$ cat src/rtl/dcache_ctrl.sv
// rtl/dcache_ctrl.sv - direct-mapped write-through data cache controller
// Optional load hit/miss counters are built only when DCACHE_STATS_EN is defined.
module dcache_ctrl #(
  parameter int DATA_WIDTH    = 32,
  parameter int ADDRESS_WIDTH = 30,
  parameter int BLOCK_SIZE    = 2,
  parameter int LINES         = 3,
  parameter int FILL_LATENCY  = 1
) (
  input  logic                                        clk,
  input  logic                                        rst,
  input  logic                                        cpu_req,
  input  logic                                        cpu_we,
  input  logic [ADDRESS_WIDTH-1:0]                    cpu_addr,
  input  logic [DATA_WIDTH-1:0]                       cpu_wdata,
  output logic [DATA_WIDTH-1:0]                       cpu_rdata,
  output logic                                        cpu_stall,
  output logic [ADDRESS_WIDTH-1:0]                    mem_address,
  output logic [DATA_WIDTH-1:0]                       mem_write_data,
  output logic                                        mem_write_enable,
  input  logic [DATA_WIDTH*(2**BLOCK_SIZE)-1:0]       mem_read_data
`ifdef DCACHE_STATS_EN
  ,
  output logic [31:0]                                 hit_count,
  output logic [31:0]                                 miss_count
`endif
);

  localparam int WPB   = 2**BLOCK_SIZE;
  localparam int NL    = 2**LINES;
  localparam int TAG_W = ADDRESS_WIDTH - BLOCK_SIZE - LINES;

  typedef enum logic {IDLE, FILL} state_t;

  state_t                state_q, state_n;
  logic [3:0]            fill_cnt_q, fill_cnt_n;
  logic [NL-1:0]         valid_q;
  logic [TAG_W-1:0]      tag_q  [NL];
  logic [DATA_WIDTH-1:0] data_q [NL][WPB];

  logic [BLOCK_SIZE-1:0] off;
  logic [LINES-1:0]      idx;
  logic [TAG_W-1:0]      tag;
  logic                  hit;
  logic                  store_hit;
  logic                  fill_done;

  assign off = cpu_addr[BLOCK_SIZE-1:0];
  assign idx = cpu_addr[BLOCK_SIZE+LINES-1:BLOCK_SIZE];
  assign tag = cpu_addr[ADDRESS_WIDTH-1 -: TAG_W];
  assign hit = valid_q[idx] && (tag_q[idx] == tag);

  always_comb begin
    state_n          = state_q;
    fill_cnt_n       = fill_cnt_q;
    cpu_stall        = 1'b0;
    cpu_rdata        = '0;
    mem_address      = cpu_addr;
    mem_write_data   = cpu_wdata;
    mem_write_enable = 1'b0;
    store_hit        = 1'b0;
    fill_done        = 1'b0;
    if (!rst) begin
      case (state_q)
        IDLE: begin
          if (cpu_req) begin
            if (cpu_we) begin
              // write-through: memory always sees the store, cache only on hit
              mem_write_enable = 1'b1;
              store_hit        = hit;
            end else if (hit) begin
              cpu_rdata = data_q[idx][off];
            end else begin
              cpu_stall  = 1'b1;
              state_n    = FILL;
              fill_cnt_n = '0;
            end
          end
        end
        FILL: begin
          cpu_stall   = 1'b1;
          mem_address = {cpu_addr[ADDRESS_WIDTH-1:BLOCK_SIZE], {BLOCK_SIZE{1'b0}}};
          if (fill_cnt_q == 4'(FILL_LATENCY - 1)) begin
            fill_done  = 1'b1;
            fill_cnt_n = '0;
            state_n    = IDLE;
          end else begin
            fill_cnt_n = fill_cnt_q + 4'd1;
          end
        end
        default: state_n = IDLE;
      endcase
    end
  end

  always_ff @(posedge clk) begin
    if (rst) begin
      state_q    <= IDLE;
      fill_cnt_q <= '0;
      valid_q    <= '0;
    end else begin
      state_q    <= state_n;
      fill_cnt_q <= fill_cnt_n;
      if (fill_done) begin
        // lines are never dirty, so a conflicting fill simply overwrites
        valid_q[idx] <= 1'b1;
        tag_q[idx]   <= tag;
        for (int w = 0; w < WPB; w++) begin
          data_q[idx][w] <= mem_read_data[w*DATA_WIDTH +: DATA_WIDTH];
        end
      end else if (store_hit) begin
        data_q[idx][off] <= cpu_wdata;
      end
    end
  end

`ifdef DCACHE_STATS_EN
  logic stat_hit;
  logic stat_miss;

  assign stat_hit  = !rst && (state_q == IDLE) && cpu_req && !cpu_we && hit;
  assign stat_miss = !rst && (state_q == IDLE) && cpu_req && !cpu_we && !hit;

  always_ff @(posedge clk) begin
    if (rst) begin
      hit_count  <= '0;
      miss_count <= '0;
    end else begin
      if (stat_hit && (hit_count != '1)) begin
        hit_count <= hit_count + 32'd1;
      end
      if (stat_miss && (miss_count != '1)) begin
        miss_count <= miss_count + 32'd1;
      end
    end
  end
`endif

endmodule
$ cat config.mk
export PLATFORM = sky130hd
export DESIGN_NAME = dcache_ctrl
export DESIGN_NICKNAME = d
export VERILOG_FILES = /design/src/rtl/dcache_ctrl.sv
export SDC_FILE = /design/constraint.sdc
export NUM_CORES = 1
export LEC_CHECK = 0
export CAP_MARGIN = 20
export CORE_ASPECT_RATIO = 2
export CORE_MARGIN = 3
export CORE_UTILIZATION = 45
export CTS_CLUSTER_DIAMETER = 150
export CTS_CLUSTER_SIZE = 12
export DETAILED_ROUTE_END_ITERATION = 8
export GPL_ROUTABILITY_DRIVEN = 0
export PLACE_DENSITY = 0.59
export SYNTH_ARGS = -nofsm -noshare
export SYNTH_HDL_FRONTEND = slang
export SYNTH_SLANG_ARGS = --single-unit
$ cat constraint.sdc
create_clock -name clk -period 14.28 [get_ports clk]
set_input_delay 2.856 -clock clk [delete_from_list [all_inputs] [get_ports clk]]
set_output_delay 2.856 -clock clk [all_outputs]
set_load 0.005 [all_outputs]
==> results.txt <==
The pin count of the biggest net entering global routing came out at 85. The maximum fanout count along the critical path is 48. The number of port buffers came out at 289. The number of nets in the finished design came out at 3076. For this design the ratio of total power to cell area is 131.3 nW/µm². The area share of fa/ha/maj cells after synthesis is 0.0005329.

The number of warnings printed during yosys synthesis came out at 0. The synthesized flop and latch total came out at 1237. STA classifies the critical path startpoint as an input pin.

Leaving out fill and tap cells, the most frequent cell in the layout is edfxtp_1. The total number of H-tree levels came out at 3. For this run, the register share of the synthesized area comes to 0.7883. The clock-pin slew on the worst setup and hold paths came out at 60 ps. The post-CTS resize count came out at 0.

The starting DRC count in detailed routing came out at 3168. The total global routing track utilization came out at 0.2882. Of all cell types, the one taking the most synthesized area is edfxtp_1.

The standby leakage power came out at 0.01699 µW. The half-perimeter wire length of the detailed placement result is 96450 µm. For this design the top-level I/O count stands at 290. In this run the horizontal extent of the chip is 234.4 µm. The post-detailed-route wirelength per cell is 36.55 µm. The arrival time of data at the critical path endpoint came out at 7990 ps. The number of hold-slack violations in the final timing report came to 0. Of the total synthesized cell area, the portion taken by AND, OR, NAND and NOR gates is 0.03112.

The flip-flop cell with the highest count after synthesis is edfxtp_1. The initial antenna violation count is 14. The first global-routing pass estimated 217000 µm of wire. The overall overflow remaining after global route came out at 0.

By area, the combinational part of the netlist is dominated by compound AO/OA/AOI/OAI gates. The worst slack at placement is 3539 ps. The number of failing setup endpoints in the final timing report came out at 0. IR analysis of the VDD net gives a maximum drop of 0.1008 mV. Dividing the detail-routed via count by the number of cells gives 6.551. The number of CTS-inserted buffers came out at 113.

The area fraction of the dominant cell type after synthesis is 0.7828. TritonCTS built the clock tree. The post-route fraction of the period consumed by the critical path is 0.7593. The cell at the root of the clock tree is clkbuf_16. Setup repair after global routing left no endpoint under its margin.

The setup check on the worst reg-to-reg path leaves a slack of 9620 ps. The top cell types in the final layout, fill and taps aside, are 1224 x edfxtp_1, 526 x o22ai_1, 284 x clkdlybuf4s50_1, 126 x mux2_2, 122 x nor4_1. The standard cell core area is 103600 µm².

The minimum clock period after layout came out at 10840 ps. The total negative setup slack came out at 0 ps. The number of enable flip-flop cells after synthesis came out at 1224.

Across the routed clock network, the largest skew measured is 36.51 ps. Of the cells placed in the final design, the portion with a size suffix greater than 1 is 0.1646. The number of slew-limit violations in the final report is 0. The count of nets left with antenna violations after detail routing came out at 0. In this run the deepest clock path goes through 3 buffers. The min-delay analysis places its worst path in the category reg -> reg. The first-pass detailed-route iteration total is 7.

The share of flip-flops with an asynchronous set or reset is 0. The die boundary height is 462.8 µm. The mapped netlist covers 46950 µm². The max capacitance violation total came out at 0.

The total clock sinks came out at 1237. The average instance area after synthesis came out at 18.11 µm². Measured on the finished design, the core utilization comes to 0.5304.

The placement row count came out at 167. The complex-gate fraction of the synthesized area is 0.08143. The post-synthesis xor/xnor area fraction is 0.002238. The run finished with clean final reports.

The gate count of the mapped netlist came out at 2593. Counting every net in the synthesized netlist gives 2789. The routed layout has 28130 vias.

The worst pin sits at a relative slew slack of 0.08675. For this run, the top clock speed supported by timing is 92.23 MHz. The number of fillers in the final layout is 8279. The critical path capture point type is a primary output. In the routed design, unresolved DRC markers number 0.

The number of global-route vias before repair came out at 27800. The die covers 108500 µm². The count of buffers added by post-CTS timing repair for setup came out at 0. The initial core utilization is 0.4530. By area the synthesized netlist is led by edfxtp_1 78%, o22ai_1 7.0%, mux2_2 3.0%.

The category of the critical setup timing path is in -> out. The number of hold-repair buffers added at the cts stage is 0. The netlist uses 48 different library cells. The required time of the worst setup path is 11420 ps. The insertion delay to the later sink of the worst-skew pair is 750 ps. The synthesis-to-layout area growth came out at 17.07%. The mux share of post-synthesis cell area is 0.07150.

The routed design has 157000 µm of wire. The final worst slack came out at 3438 ps. The measured slew at the worst slew-check pin is 1357 ps.
## where the power goes
group	internal, µW	leakage (µW)	switching, µW	total, µW
clock	1450	0.00152	1290	2740
combinational	175	0.00436	301	476
sequential	4000	0.0111	3.51	4010
## sequential cells by signal, summed over array words and instances (netlist names)
register    flops
data_q       1024
valid_q         8
tag_q         200
state_q         1
fill_cnt_q      4
## synth_stat cells, drive strengths merged (17+ instances only)
library cell / count
a21oi: 40
a22oi: 17
buf: 114
clkbuf: 114
edfxtp: 1224
mux2: 137
mux2i: 53
mux4: 57
nand2: 17
nor2: 17
nor2b: 35
nor4: 130
o22ai: 526
## worst paths after layout
kind                 from  depth (start not counted)       endpoint
max           cpu_addr[4]                         10  cpu_rdata[15]
min            valid_q[1]                          2     valid_q[1]
max reg2reg  tag_q[4][21]                          9  data_q[2][23]
min reg2reg    valid_q[1]                          2     valid_q[1]
## worst max-delay path, stage by stage
cell and delay (ps):
buf_2 80, buf_4 530, nor2b_1 330, nand2_4 730, buf_4 620, o22ai_1 180, nor4_1 1150, mux4_2 440
nor2b_1 360, clkdlybuf4s50_1 590
## metrics by stage
step / hold slack, ps / std cells / power, µW / cell area, µm²
3_5_place_dp: 465.7 / 4115 / 4557 / 51760
2_1_floorplan: 449.0 / 2593 / 4290 / 46950
4_1_cts: 474.8 / 4278 / 7248 / 54920
3_3_place_gp: 465.4 / 4112 / 4550 / 51740
5_1_grt: 506.1 / 4281 / 7400 / 54930
6_report: 476.8 / 4294 / 7219 / 54970
## routing by layer
metal	part of all wire	track usage
met5	0.000083	0
met4	0.065	0.1614
met3	0.083	0.04567
met2	0.50	0.4734
met1	0.36	0.3636
## area by class of cell
class	count	area (µm²)	share of cell area
Sequential cell	1237	37020	0.6734
Multi-Input combinational cell	1115	9258	0.1684
Timing Repair Buffer	400	3756	0.06833
Clock buffer	155	2985	0.05431
Tap cell	1352	1692	0.03078
Clock inverter	8	176.4	0.003210
Inverter	13	48.80	0.0008878
Antenna cell	14	35.03	0.0006374
## cell families (layout without fill, tap and decap cells)
family,count (synthesis),after routing
other cells,0,14
fa+ha+maj,2,2
buf+inv,241,576
compound gates,609,609
mux,247,247
flops,1237,1237
simple gates,245,245
xor+xnor,12,12
Power figures use the tool's default switching activity.
